### src/rtl/pipe_ctrl_unit.sv
// ID-stage control decoder with ID/EX control latch, bubble/flush handling and a MUL stall sequencer.
// Optional feature: define CTRL_ILLEGAL_OP_EN to flag unknown opcodes on illegal_o.
module pipe_ctrl_unit #(
   parameter int ALUOP_W = 2,
   parameter int MUL_LAT = 3,
   parameter int CNT_W   = 4
) (
   input  logic               clk_i,
   input  logic               rst_i,
   input  logic               valid_i,
   input  logic [6:0]         Op_i,
   input  logic [2:0]         funct3_i,
   input  logic [6:0]         funct7_i,
   input  logic               NoOp_i,
   input  logic               Flush_i,
   output logic               RegWrite_o,
   output logic               MemtoReg_o,
   output logic               MemRead_o,
   output logic               MemWrite_o,
   output logic               ALUSrc_o,
   output logic               Branch_o,
   output logic [ALUOP_W-1:0] ALUOp_o,
   output logic               ex_valid_o,
   output logic               Stall_o,
   output logic               illegal_o
);

   localparam logic [6:0] OP_RTYPE = 7'b0110011;
   localparam logic [6:0] OP_ITYPE = 7'b0010011;
   localparam logic [6:0] OP_LOAD  = 7'b0000011;
   localparam logic [6:0] OP_STORE = 7'b0100011;
   localparam logic [6:0] OP_BRNCH = 7'b1100011;
   localparam logic [6:0] F7_MUL   = 7'b0000001;
   localparam logic [2:0] F3_MUL   = 3'b000;

   typedef enum logic {
      ST_IDLE = 1'b0,
      ST_BUSY = 1'b1
   } state_t;

   // Result layout: {known, RegWrite, MemtoReg, MemRead, MemWrite, ALUSrc, Branch, ALUOp[1:0]}
   function automatic logic [8:0] decode_f(input logic [6:0] op);
      logic [8:0] r;
      case (op)
         OP_RTYPE: r = 9'b1_1000_0010;
         OP_ITYPE: r = 9'b1_1000_1000;
         OP_LOAD:  r = 9'b1_1110_1000;
         OP_STORE: r = 9'b1_0001_1000;
         OP_BRNCH: r = 9'b1_0000_0101;
         default:  r = 9'b0_0000_0000;
      endcase
      return r;
   endfunction

   state_t             state_q, state_d;
   logic [CNT_W-1:0]   cnt_q, cnt_d;
   logic               regwrite_q, regwrite_d;
   logic               memtoreg_q, memtoreg_d;
   logic               memread_q, memread_d;
   logic               memwrite_q, memwrite_d;
   logic               alusrc_q, alusrc_d;
   logic               branch_q, branch_d;
   logic [ALUOP_W-1:0] aluop_q, aluop_d;
   logic               ex_valid_q, ex_valid_d;
   logic [8:0]         dec_s;
   logic               is_mul_s;
`ifdef CTRL_ILLEGAL_OP_EN
   logic               illegal_q, illegal_d;
`endif

   assign dec_s    = decode_f(Op_i);
   assign is_mul_s = (Op_i == OP_RTYPE) && (funct7_i == F7_MUL) && (funct3_i == F3_MUL);

   // Next-state: flush beats the BUSY hold, which beats bubbles, which beat decode.
   always_comb begin
      state_d    = state_q;
      cnt_d      = cnt_q;
      regwrite_d = regwrite_q;
      memtoreg_d = memtoreg_q;
      memread_d  = memread_q;
      memwrite_d = memwrite_q;
      alusrc_d   = alusrc_q;
      branch_d   = branch_q;
      aluop_d    = aluop_q;
      ex_valid_d = ex_valid_q;
`ifdef CTRL_ILLEGAL_OP_EN
      illegal_d  = 1'b0;
`endif
      if (Flush_i) begin
         state_d    = ST_IDLE;
         cnt_d      = '0;
         regwrite_d = 1'b0;
         memtoreg_d = 1'b0;
         memread_d  = 1'b0;
         memwrite_d = 1'b0;
         alusrc_d   = 1'b0;
         branch_d   = 1'b0;
         aluop_d    = '0;
         ex_valid_d = 1'b0;
      end else if (state_q == ST_BUSY) begin
         // Bundle is held; only the writeback enable changes, on the final MUL cycle.
         if (cnt_q == CNT_W'(1)) begin
            state_d    = ST_IDLE;
            cnt_d      = '0;
            regwrite_d = 1'b1;
         end else begin
            cnt_d      = cnt_q - CNT_W'(1);
         end
      end else if (NoOp_i || !valid_i) begin
         regwrite_d = 1'b0;
         memtoreg_d = 1'b0;
         memread_d  = 1'b0;
         memwrite_d = 1'b0;
         alusrc_d   = 1'b0;
         branch_d   = 1'b0;
         aluop_d    = '0;
         ex_valid_d = 1'b0;
      end else begin
         regwrite_d = dec_s[7];
         memtoreg_d = dec_s[6];
         memread_d  = dec_s[5];
         memwrite_d = dec_s[4];
         alusrc_d   = dec_s[3];
         branch_d   = dec_s[2];
         aluop_d    = ALUOP_W'(dec_s[1:0]);
         ex_valid_d = 1'b1;
`ifdef CTRL_ILLEGAL_OP_EN
         if (!dec_s[8]) begin
            ex_valid_d = 1'b0;
            illegal_d  = 1'b1;
         end else begin
            illegal_d  = 1'b0;
         end
`endif
         if (is_mul_s && (MUL_LAT > 1)) begin
            state_d    = ST_BUSY;
            cnt_d      = CNT_W'(MUL_LAT - 1);
            regwrite_d = 1'b0;
         end else begin
            state_d    = ST_IDLE;
         end
      end
   end

   // ID/EX control latch and sequencer state.
   always_ff @(posedge clk_i or negedge rst_i) begin
      if (!rst_i) begin
         state_q    <= ST_IDLE;
         cnt_q      <= '0;
         regwrite_q <= 1'b0;
         memtoreg_q <= 1'b0;
         memread_q  <= 1'b0;
         memwrite_q <= 1'b0;
         alusrc_q   <= 1'b0;
         branch_q   <= 1'b0;
         aluop_q    <= '0;
         ex_valid_q <= 1'b0;
      end else begin
         state_q    <= state_d;
         cnt_q      <= cnt_d;
         regwrite_q <= regwrite_d;
         memtoreg_q <= memtoreg_d;
         memread_q  <= memread_d;
         memwrite_q <= memwrite_d;
         alusrc_q   <= alusrc_d;
         branch_q   <= branch_d;
         aluop_q    <= aluop_d;
         ex_valid_q <= ex_valid_d;
      end
   end

`ifdef CTRL_ILLEGAL_OP_EN
   // Illegal-opcode pulse, aligned with the bundle it accompanies.
   always_ff @(posedge clk_i or negedge rst_i) begin
      if (!rst_i) begin
         illegal_q <= 1'b0;
      end else begin
         illegal_q <= illegal_d;
      end
   end
   assign illegal_o = illegal_q;
`else
   assign illegal_o = 1'b0;
`endif

   assign RegWrite_o = regwrite_q;
   assign MemtoReg_o = memtoreg_q;
   assign MemRead_o  = memread_q;
   assign MemWrite_o = memwrite_q;
   assign ALUSrc_o   = alusrc_q;
   assign Branch_o   = branch_q;
   assign ALUOp_o    = aluop_q;
   assign ex_valid_o = ex_valid_q;
   assign Stall_o    = (state_q == ST_BUSY);

endmodule

### config.mk
export PLATFORM = sky130hd
export DESIGN_NAME = pipe_ctrl_unit
export DESIGN_NICKNAME = d
export VERILOG_FILES = /design/src/rtl/pipe_ctrl_unit.sv
export SDC_FILE = /design/constraint.sdc
export NUM_CORES = 1
export LEC_CHECK = 0
export CORE_MARGIN = 2
export CORE_UTILIZATION = 37
export CTS_BUF_LIST = sky130_fd_sc_hd__clkbuf_8
export DETAILED_ROUTE_END_ITERATION = 8
export PLACE_DENSITY = 0.88
export SETUP_SLACK_MARGIN = 0.5
export SLEW_MARGIN = 10
export SYNTH_ARGS = -nofsm -noshare
export SYNTH_HDL_FRONTEND = slang
export SYNTH_SLANG_ARGS = --single-unit
export TNS_END_PERCENT = 100
### constraint.sdc
create_clock -name clk_i -period 1.2 [get_ports clk_i]
set_input_delay 0.36 -clock clk_i [delete_from_list [all_inputs] [get_ports clk_i]]
set_output_delay 0.36 -clock clk_i [all_outputs]
set_load 0.05 [all_outputs]
## Yosys cells after proc, flatten, opt, wreduce, memory -nomap -nowiden

Index checks and enable logic that the tools add are counted.

- Add/subtract/negate cells: 1
- Equality and inequality tests: 10
- Muxes and demuxes: 37
- Reductions and logical operators: 7

Operators by type and width:

| kind | count |
|---|---|
| $pmux W8 S5 | 1 |
| $mux W1 | 28 |
| $mux W4 | 5 |
| $eq A7 B6 Y1 const B | 2 |
| $eq A7 B1 Y1 const B | 1 |
| $eq A7 B2 Y1 const B | 1 |
| $eq A7 B5 Y1 const B | 1 |
| $eq A7 B7 Y1 const B | 1 |
| $mux W2 | 3 |
| $eq A4 B1 Y1 const B | 1 |
| $sub A4 B1 Y4 const B | 1 |
| $logic_not A3 Y1 | 1 |
| $ne A3 B2 Y1 const B | 1 |
| $ne A3 B3 Y1 const B | 1 |
| $reduce_bool A3 Y1 | 1 |
| $logic_and A1 B1 Y1 | 2 |
| $ne A2 B2 Y1 const B | 1 |
| $reduce_and A2 Y1 | 1 |
| $logic_not A1 Y1 | 1 |
| $logic_or A1 B1 Y1 | 1 |

- Register bits: 14
- Bits of input ports: 22
- Output and inout bits: 11
- Word-level logic and storage cells: 65

## Depth between registers and ports, before layout

Gate-level depths: netlist of run 1.

- Word-level depth: 7
- Gate-level depth with buffers: 6
- Gate-level depth less buffers: 6

## Worst setup path before layout of run 1

Ideal clock, no wire load.

- Path type: in2reg
- Start: input port Op_i[2]
- End: register regwrite_q (netlist: RegWrite_o)
- Arrival: 1.590 ns
- Data required time: 1.122 ns
- Setup slack: -0.468 ns
- Stages on the path: 5
- Cell sequence: nand4bb_1 -> or3_1 -> clkbuf_2 -> or4b_1 -> a21oi_1

- Word-level cells in the longest chain between the ends: 7

RTL lines:

| element | RTL line | source |
|---|---|---|
| start: declaration | 11 | `input logic [6:0] Op_i,` |
| branches (longest 3 deep; another with $pmux W8 S5) | - |  |
| $mux W1 (*) | 135 | `if (is_mul_s && (MUL_LAT > 1)) begin` |
| $mux W1 (*) | 109 | `end else if (NoOp_i \|\| !valid_i) begin` |
| $mux W1 (*) | 100 | `end else if (state_q == ST_BUSY) begin` |
| $mux W1 (*) | 89 | `if (Flush_i) begin` |
| end signal: assignment | 161 | `regwrite_q <= regwrite_d;` |
| end: declaration | 57 | `logic regwrite_q, regwrite_d;` |

Every way passes the cells marked *.
A chain may end at the register's enable or synchronous reset.

## Worst setup path after layout of run 1

- Start: input port valid_i
- End: register state_q (netlist: Stall_o)

- Word-level cells in the longest chain between the ends: 5

RTL lines:

| element | RTL line | source |
|---|---|---|
| start: declaration | 10 | `input logic valid_i,` |
| $logic_not A1 Y1 | 109 |  |
| $logic_or A1 B1 Y1 | 109 |  |
| $mux W1 | 109 |  |
| $mux W1 | 100 |  |
| $mux W1 | 89 |  |
| via state_d | 55 | `state_t state_q, state_d;` |
| end signal: assignment | 159 | `state_q <= state_d;` |
| end: declaration | 55 |  |

The timed path passes the listed nets, and every way through them passes these cells.

==> impl_metrics.csv, run 1 <==
group,metric,value,unit
critical_path,critPathRequiredTime,1.37,ns
pwr,clkPwrFrac,40.9,%
clock_tree,cts_buffer_depth,2,
clock_tree,clkTransAtPathRegs,0.06,ns
global_routing,grt_pass1_wl,3790,um
placed_design,hpwlAfterDp,1610,um
critical_path,worstSetupEndpointType,"register",
critical_path,r2r_end,"ALUOp_o[1]",
clock_tree,cts-root-buf,"clkbuf_8",
die,initial_core_util,39.9,%
critical_path,r2r-start,"Stall_o",
yosys,synth_seq_cells,12,
sta,drv_slew,0,
routing,drt-wirelength-per-cell,17.8,um
die,std_cell_rows,15,
routing,drtIter0Drc,10,
critical_path,crit_top_cell,"or3_4",
yosys,synth.cell_area,704,um^2
clock_tree,cts_tree,"done",
cells_and_area,antennaDiodeCount,0,
routing,drcViolationCount,0,
placed_design,port_buffers,31,
routing,vias,800,
die,io_pins,33,
cells_and_area,nets,151,
clock_tree,cts-hold-fix-buffers,0,
pwr,netSwitchingPower,0.000225,W
yosys,yosysWarnings,0,
yosys,synth-xor-area-share,0,%
yosys,synthSimpleGateAreaFrac,31.1,%
cells_and_area,fin_area,0.00143,mm^2
critical_path,worst_ep_arrival_time,1.67,ns
cells_and_area,final_util,80.9,%
global_routing,grt_max_degree,14,
yosys,synth_fa_ha_area_share,3.55,%
min_path,hold_path_class,"in -> async",
sta,setup_viol,16,
routing,drtAntennaViolNets,0,
critical_path,cp_cell_sequence,"clkdlybuf4s15_1 -> nand2b_4 -> or3_4 -> buf_6 -> or3_4 -> a21oi_2",
yosys,syn_avg_cell_area,8.92,um^2
cells_and_area,drive_gt1_share,57.1,%
die,dieArea,0.00227,mm^2
pwr,comb_power_share,15.6,%
job,max-cap-violations,0,
global_routing,grt.total_usage,25.1,%
critical_path,crit_type,"in -> reg",
clock_tree,clock_sinks,12,
critical_path,r2r_slack,-0.20,ns
die,fp.dieW,47.6,um
sta,layout_min_cycle_time,1.50,ns
die,core,0.00176,mm^2
pwr,power_density,657,mW/mm^2
yosys,yosys-mux-area-fraction,1.60,%
yosys,yosysSeqAreaShare,42.6,%
pwr,switching_share,24.0,%
yosys,yosysUniqueCellTypes,31,
critical_path,worstPathMaxFanout,6,
global_routing,grt-ovfl-total,0,
pwr,power.internal,0.000714,W
pwr,ir_drop,0.000859,V
outcome,violations,"negative setup slack",
global_routing,first_global_vias,812,
critical_path,start_kind,"input port",
sta,layout_setup_ws,-0.296,ns
pwr,leakagePower,0.634,nW
outcome,outcome,"finished, violations left",
global_routing,antenna_found_initial,0,
clock_tree,htreeDepth,1,
yosys,synth_cells,79,
critical_path,cp_slowest_cell,"or3_4",
placed_design,place_area,0.00122,mm^2
sta,setup_tns,-2.91,ns
yosys,syn_nets,103,
critical_path,critPathMaxStageDelay,0.41,ns
cells_and_area,syn_to_final_growth,103,%
routing,viasPerCell,5.30,
sta,final_hold_viol_count,0,
clock_tree,cts_buffers,3,
sta,fmax,0.668,GHz
sta,rsz0062_at_grt,"yes",
yosys,synth_compound_area_share,14.0,%
pwr,seqPwrFrac,43.6,%
sta,fin_worst_skew,0.00563,ns
yosys,synth_top_family_by_area,"simple AND/OR/NAND/NOR gates",
routing,wl,2690,um
sta,timing.final.crit_share,125,%
die,die_h,47.6,um
critical_path,ff2ff_path_depth,4,
clock_tree,worstSkewPairLatency,0.25,ns
placed_design,place.gp.congestion,0.864,
routing,drt_pre_antenna_iters,6,
## critical path, delay by kind of cell
family,cells,cell delay (ns)
simple gates,3,0.82
buf+inv,2,0.35
compound gates,1,0.14
## logic make-up (layout without fill, tap and decap cells)
| kind of cell | after synthesis | in the layout |
|---|---|---|
| DFF | 12 | 12 |
| adders and majority gates | 2 | 2 |
| muxes | 1 | 1 |
| buffers and inverters | 9 | 56 |
| AOI/OAI and AO/OA | 19 | 19 |
| other | 1 | 1 |
| and+or+nand+nor | 35 | 35 |
## metrics by stage
stage / worst slack, ns / instances / power (W) / hold WS, ns
floorplan: -0.416 / 79 / 0.000452 / 0.0644
global placement: -0.816 / 142 / 0.000553 / 0.556
detailed placement: -0.882 / 142 / 0.000557 / 0.575
CTS: -0.319 / 150 / 0.000932 / 0.423
global route: -0.330 / 151 / 0.000978 / 0.440
finish: -0.296 / 151 / 0.000939 / 0.417
## flip-flops by register name, indices dropped and copies added, names as in the netlist
| register | cells |
|---|---|
| ALUOp_o | 2 |
| ALUSrc_o | 1 |
| MemRead_o | 1 |
| MemWrite_o | 1 |
| RegWrite_o | 1 |
| Stall_o | 1 |
| cnt_q | 4 |
| ex_valid_o | 1 |
## power groups by stage
stage | registers, W | logic, W | clock network [W]
CTS | 0.000409 | 0.000139 | 0.000384
global route | 0.000409 | 0.000155 | 0.000415
detailed placement | 0.000416 | 0.000141 | 0
global placement | 0.000416 | 0.000137 | 0
floorplan | 0.000421 | 0.0000308 | 0
finish | 0.000409 | 0.000146 | 0.000383
## layout make-up
cell class | count | area [um^2]
Multi-Input combinational cell | 58 | 467
Tap cell | 25 | 31.3
Timing Repair Buffer | 50 | 568
Sequential cell | 12 | 309
Inverter | 2 | 7.51
Fill cell | 107 | 337
Clock buffer | 3 | 41.3
Clock inverter | 1 | 3.75
## routing by layer
metal | vias to the layer above | global-route usage, % | wire length, um
met5 | - | 0 | 0
met4 | 0 | 13.5 | 89
met3 | 8 | 7.17 | 105
met2 | 36 | 45.1 | 1460
met1 | 386 | 26.1 | 1030
li1 | 370 | - | -
## what timing repair did
action                     CTS  global route
cloned                       0             0
setup buffers                4             1
gates resized for setup     42            27
setup endpoints to repair   22            22
pin swaps                   12            10
## Yosys cell counts, drive strengths merged
master	n	area (um^2)
nor4b	1	8.76
ha	2	25.0
o21a	1	7.51
o21ai	6	30.0
nand2b	2	20.0
a21oi	11	55.1
nand3b	1	7.51
dfrtp	12	300
conb	1	3.75
nand4bb	1	11.3
clkbuf	4	16.3
mux2	1	11.3
nand2	9	33.8
nand3	1	5.00
a31oi	1	6.26
nand4b	1	8.76
buf	3	22.5
or3b	2	17.5
or4b	1	10.0
nor2	5	18.8
nor3	1	5.00
or3	3	21.3
nor2b	3	18.8
inv	2	7.51
or4	2	16.3
nor4bb	1	10.0
nor4	1	6.26
## cell usage in the layout, fill, tap and decap left out, types with 4 or more instances in the layout
cell,netlist,final
nor2_1,5,4
buf_4,3,12
dfrtp_1,12,5
dfrtp_2,0,7
o21ai_2,0,4
a21oi_2,0,10
dlymetal6s2s_1,0,5
buf_12,0,10
buf_6,0,9
nand2_1,9,9
dlygate4sd2_1,0,9
## worst max path at each step
stage               slack (ns)         end  cells past startpoint    start
finish                   -0.30     Stall_o                      6  valid_i
global route             -0.33     Stall_o                      6  Op_i[3]
CTS                      -0.32  RegWrite_o                      5  Op_i[3]
detailed placement       -0.88    ALUSrc_o                      5  valid_i
global placement         -0.82  RegWrite_o                      5  valid_i
floorplan                -0.42  RegWrite_o                      5  Op_i[2]
No activity file was read; power rests on OpenSTA's default activity.
==> run 2: changes to the inputs <==
--- a/config.mk
+++ b/config.mk
@@ -6,10 +6,10 @@
 export NUM_CORES = 1
 export LEC_CHECK = 0
 export CORE_MARGIN = 2
-export CORE_UTILIZATION = 37
+export CORE_UTILIZATION = 41
 export CTS_BUF_LIST = sky130_fd_sc_hd__clkbuf_8
 export DETAILED_ROUTE_END_ITERATION = 8
-export PLACE_DENSITY = 0.88
+export PLACE_DENSITY = 0.92
 export SETUP_SLACK_MARGIN = 0.5
 export SLEW_MARGIN = 10
 export SYNTH_ARGS = -nofsm -noshare
==> constraint.sdc (replaced) <==
create_clock -name clk_i -period 1.6 [get_ports clk_i]
set_input_delay 0.48 -clock clk_i [delete_from_list [all_inputs] [get_ports clk_i]]
set_output_delay 0.48 -clock clk_i [all_outputs]
set_load 0.05 [all_outputs]
==> impl_metrics.csv, run 2 (synthesis results as in run 1) <==
group,metric,value,unit
outcome,outcome,"finished, violations left",
outcome,violations,"negative setup slack",
routing,viasPerCell,5.89,
clock_tree,cts_buffer_depth,2,
die,io_pins,33,
cells_and_area,drive_gt1_share,61.1,%
job,max-cap-violations,0,
critical_path,crit_type,"in -> reg",
routing,drt-wirelength-per-cell,19.1,um
global_routing,grt.total_usage,30.5,%
critical_path,cp_cell_sequence,"buf_6 -> nand4bb_1 -> or3_4 -> or4b_4 -> a21oi_2",
cells_and_area,nets,151,
routing,drt_pre_antenna_iters,4,
sta,fmax,0.607,GHz
pwr,power_density,551,mW/mm^2
routing,drtAntennaViolNets,0,
placed_design,place_inst,129,
sta,layout_min_cycle_time,1.65,ns
clock_tree,clock_sinks,12,
sta,timing.final.crit_share,103,%
die,initial_core_util,45.2,%
die,core,0.00156,mm^2
critical_path,worst_ep_arrival_time,1.82,ns
critical_path,critPathRequiredTime,1.77,ns
cells_and_area,syn_to_final_growth,97.0,%
die,fp.dieW,45.5,um
sta,rsz0062_at_grt,"yes",
placed_design,place.gp.congestion,0.809,
sta,worst_hold_slack,0.536,ns
clock_tree,cts_buffers,3,
cells_and_area,regArea,304,um^2
cells_and_area,final_common_cell,"buf_4",
pwr,ir_drop,0.000468,V
routing,drtIter0Drc,25,
clock_tree,cts_tree,"done",
min_path,hold_path_class,"in -> async",
critical_path,start_kind,"input port",
global_routing,grt_pass1_wl,4310,um
sta,setup_viol,5,
routing,vias,837,
clock_tree,cts-hold-fix-buffers,0,
global_routing,antenna_found_initial,0,
critical_path,worstSetupEndpointType,"register",
clock_tree,worstSkewPairLatency,0.25,ns
sta,drv_slew,0,
die,std_cell_rows,14,
sta,final_hold_viol_count,0,
critical_path,cp_slowest_cell,"or4b_4",
global_routing,first_global_vias,864,
placed_design,post-place-ws,-0.629,ns
pwr,leakagePower,0.596,nW
sta,fin_worst_skew,0.00166,ns
routing,drcViolationCount,0,
sta,layout_setup_ws,-0.0466,ns
clock_tree,cts-root-buf,"clkbuf_8",
die,die_h,45.5,um
clock_tree,htreeDepth,1,
routing,wl,2720,um
cells_and_area,final_cell_mix,"buf_4, buf_12, dfrtp_1, a21oi_2, nand2_1",
placed_design,hpwlAfterDp,1530,um
critical_path,critPathMaxStageDelay,0.50,ns
cells_and_area,regMostFlops,"cnt_q",
global_routing,grt-ovfl-total,0,
cells_and_area,multi_input_area,487,um^2
critical_path,worstPathMaxFanout,6,
cells_and_area,largest_reg_flops,4,
global_routing,grt_max_degree,14,
clock_tree,clkTransAtPathRegs,0.06,ns
die,dieArea,0.00207,mm^2
cells_and_area,n_fill_cell,71,
placed_design,port_buffers,31,
cells_and_area,antennaDiodeCount,0,
cells_and_area,final_cells,142,
==> run 2: routing by layer <==
| layer | vias to the layer above | track usage (%) | share of wire [%] |
|---|---|---|---|
| li1 | 367 | - | - |
| met2 | 52 | 48.2 | 49 |
| met3 | 12 | 5.56 | 5.6 |
| met1 | 406 | 39.4 | 42 |
| met4 | 0 | 15.9 | 3.8 |
| met5 | - | 0 | 0 |
==> run 2: metrics by stage <==
stage	util, %	area (um^2)	power (W)	setup TNS [ns]
floorplan	-	747	0.000339	-0.589
global placement	75.6	1180	0.000415	-5.12
detailed placement	75.6	1180	0.000418	-5.49
CTS	88.2	1380	0.000759	-0.153
global route	89.0	1390	0.000788	-0.257
finish	89.0	1390	0.000764	-0.133
==> run 2: cell type report <==
type	count	share of cell area, %
clock buffers	4	3.97
inverters	2	0.541
multi-input cells	58	35.1
flip-flops and latches	12	21.9
well taps	16	1.44
repair buffers	50	37.1
==> run 2: final timing paths <==
| kind | from | to | slack [ns] | cells after the start |
|---|---|---|---|---|
| min reg2reg | MemWrite_o | MemWrite_o | 0.60 | 2 |
| min in group clk_i | MemWrite_o | MemWrite_o | 0.60 | 2 |
| max in group asynchronous | rst_i | ALUOp_o[0] | 0.89 | 2 |
| max | Op_i[3] | RegWrite_o | -0.05 | 5 |
| max reg2reg | Stall_o | ALUOp_o[0] | 0.04 | 3 |
| min | rst_i | cnt_q[3] | 0.54 | 2 |
==> run 2: power by group <==
part           total, W  internal [W]  switching (W)
Sequential     0.000306      0.000305     0.00000159
Clock          0.000345      0.000218       0.000127
Combinational  0.000112     0.0000586      0.0000536
Total          0.000764      0.000581       0.000182
==> run 2: critical path, delay by kind of cell <==
family                 cells  cell delay, ns
and+or+nand+nor            3            1.11
AOI/OAI and AO/OA          1            0.14
buffers and inverters      1            0.09
==> run 2: timing repair <==
action,CTS,global route
gates resized for setup,82,10
setup endpoints to repair,22,21
setup buffers,8,1
pin swaps,12,11
==> run 3: changes to the inputs <==
--- a/config.mk
+++ b/config.mk
@@ -9,6 +9,7 @@
 export CORE_UTILIZATION = 41
 export CTS_BUF_LIST = sky130_fd_sc_hd__clkbuf_8
 export DETAILED_ROUTE_END_ITERATION = 8
+export GPL_TIMING_DRIVEN = 0
 export PLACE_DENSITY = 0.92
 export SETUP_SLACK_MARGIN = 0.5
 export SLEW_MARGIN = 10
==> constraint.sdc (replaced) <==
create_clock -name clk_i -period 1.6 [get_ports clk_i]
set_input_delay 0.48 -clock clk_i [delete_from_list [all_inputs] [get_ports clk_i]]
set_output_delay 0.48 -clock clk_i [all_outputs]
set_load 0.005 [all_outputs]
==> impl_metrics.csv, run 3 (synthesis results as in run 1) <==
group,metric,value,unit
cells_and_area,drive_gt1_share,54.8,%
cells_and_area,final_cells,142,
routing,vias,852,
global_routing,grt.total_usage,23.2,%
outcome,outcome,"finished, violations left",
cells_and_area,antennaDiodeCount,0,
die,std_cell_rows,14,
cells_and_area,n_fill_cell,90,
sta,layout_min_cycle_time,1.73,ns
placed_design,post-place-ws,-0.729,ns
routing,drtIter0Drc,36,
routing,drtAntennaViolNets,0,
clock_tree,cts_buffers,3,
sta,timing.final.crit_share,108,%
clock_tree,cts_tree,"done",
clock_tree,cts_buffer_depth,2,
critical_path,worstPathMaxFanout,7,
global_routing,antenna_found_initial,0,
cells_and_area,syn_to_final_growth,78.7,%
cells_and_area,largest_reg_flops,4,
min_path,hold_path_class,"in -> async",
placed_design,hpwlAfterDp,1290,um
critical_path,worst_ep_arrival_time,1.90,ns
critical_path,worstSetupEndpointType,"register",
sta,setup_viol,10,
die,die_h,45.5,um
clock_tree,cts-root-buf,"clkbuf_8",
placed_design,place_inst,126,
critical_path,start_kind,"input port",
cells_and_area,final_common_cell,"buf_6",
cells_and_area,regMostFlops,"cnt_q",
routing,drcViolationCount,0,
clock_tree,htreeDepth,1,
placed_design,place_area,0.00104,mm^2
global_routing,grt-ovfl-total,0,
pwr,power_density,579,mW/mm^2
placed_design,place.gp.congestion,0.814,
clock_tree,clkTransAtPathRegs,0.06,ns
critical_path,crit_type,"in -> reg",
outcome,violations,"negative setup slack",
clock_tree,clock_sinks,12,
sta,final_hold_viol_count,0,
sta,rsz0062_at_grt,"yes",
global_routing,grt_pass1_wl,3430,um
die,fp.dieW,45.5,um
pwr,ir_drop,0.000508,V
sta,maxSlewHeadroom,63.1,%
critical_path,critPathRequiredTime,1.77,ns
routing,wl,2580,um
cells_and_area,fin_area,0.00126,mm^2
sta,layout_setup_ws,-0.132,ns
job,max-cap-violations,0,
die,initial_core_util,45.2,%
sta,setup_tns,-0.574,ns
placed_design,port_buffers,31,
die,dieArea,0.00207,mm^2
sta,max_slew.worst_pin.slew,0.553,ns
cells_and_area,final_cell_mix,"buf_6, dfrtp_1, buf_2",
clock_tree,cts-hold-fix-buffers,0,
global_routing,grt_max_degree,13,
routing,drt_pre_antenna_iters,4,
sta,fin_worst_skew,0.00396,ns
pwr,leakagePower,0.593,nW
sta,drv_slew,0,
routing,drt-wirelength-per-cell,18.1,um
die,io_pins,33,
global_routing,first_global_vias,823,
cells_and_area,nets,151,
die,core,0.00156,mm^2
sta,fmax,0.578,GHz
routing,viasPerCell,6.00,
clock_tree,worstSkewPairLatency,0.24,ns
-- run 3: cell count changes in the layout (fill, tap and decap cells not counted), sizes merged --
cell           previous run  this run
clkdlybuf4s50             1         0
dlygate4sd2               5         8
buf                      38        35
clkbuf                    8         7
dlymetal6s2s              0         2
-- run 3: final timing paths --
check	startpoint	endpoint	slack (ns)	cells after the start
max in group asynchronous	rst_i	Stall_o	0.99	1
setup / recovery	Op_i[2]	RegWrite_o	-0.13	6
hold reg to reg	MemWrite_o	MemWrite_o	0.56	2
min in group clk_i	MemWrite_o	MemWrite_o	0.56	2
hold / removal	rst_i	MemRead_o	0.21	1
setup reg to reg	Stall_o	ALUOp_o[0]	0.28	2
-- run 3: layer usage --
layer	track usage (%)	wire [um]	vias to the layer above
li1	-	-	370
met1	25.4	922	405
met3	1.59	177	13
met2	41.7	1370	64
met4	15.9	110	0
met5	0	0	-
-- run 3: power breakdown --
part | leakage [nW] | switching, W | internal [W]
Combinational | 0.399 | 0.0000385 | 0.0000495
Clock | 0.0288 | 0.000118 | 0.000218
Sequential | 0.166 | 0.000000665 | 0.000305
-- run 3: what timing repair did --
| action | CTS | global route |
|---|---|---|
| gates cloned | 0 | 0 |
| resized for setup | 111 | 21 |
| setup endpoints to repair | 22 | 23 |
| pin swaps | 14 | 9 |
| setup buffers | 9 | 3 |
| hold endpoints to repair | 0 | 0 |
-- run 3: layout make-up --
type / instances / area (um^2) / area share [%]
sequential: 12 / 302 / 24.0
buffer: 7 / 78.8 / 6.26
inverter: 2 / 7.51 / 0.596
clock buffer: 4 / 55.1 / 4.37
timing repair buffer: 43 / 350 / 27.8
multi-input combinational: 58 / 445 / 35.4
tap: 16 / 20.0 / 1.59
-- run 3: critical path, stage by stage --
cell,delay [ns]
buf_6,0.08
nand4bb_1,0.19
or3_4,0.35
buf_8,0.14
or4b_4,0.53
a21oi_2,0.12
-- run 3: per-stage QoR --
step           power (W)  util [%]  hold slack (ns)
6_report        0.000729      80.7            0.207
5_1_grt         0.000752      80.7            0.255
3_5_place_dp    0.000394      66.5            0.529
4_1_cts         0.000721      76.7            0.545
2_1_floorplan   0.000329         -            0.184
3_3_place_gp    0.000393      66.5            0.515
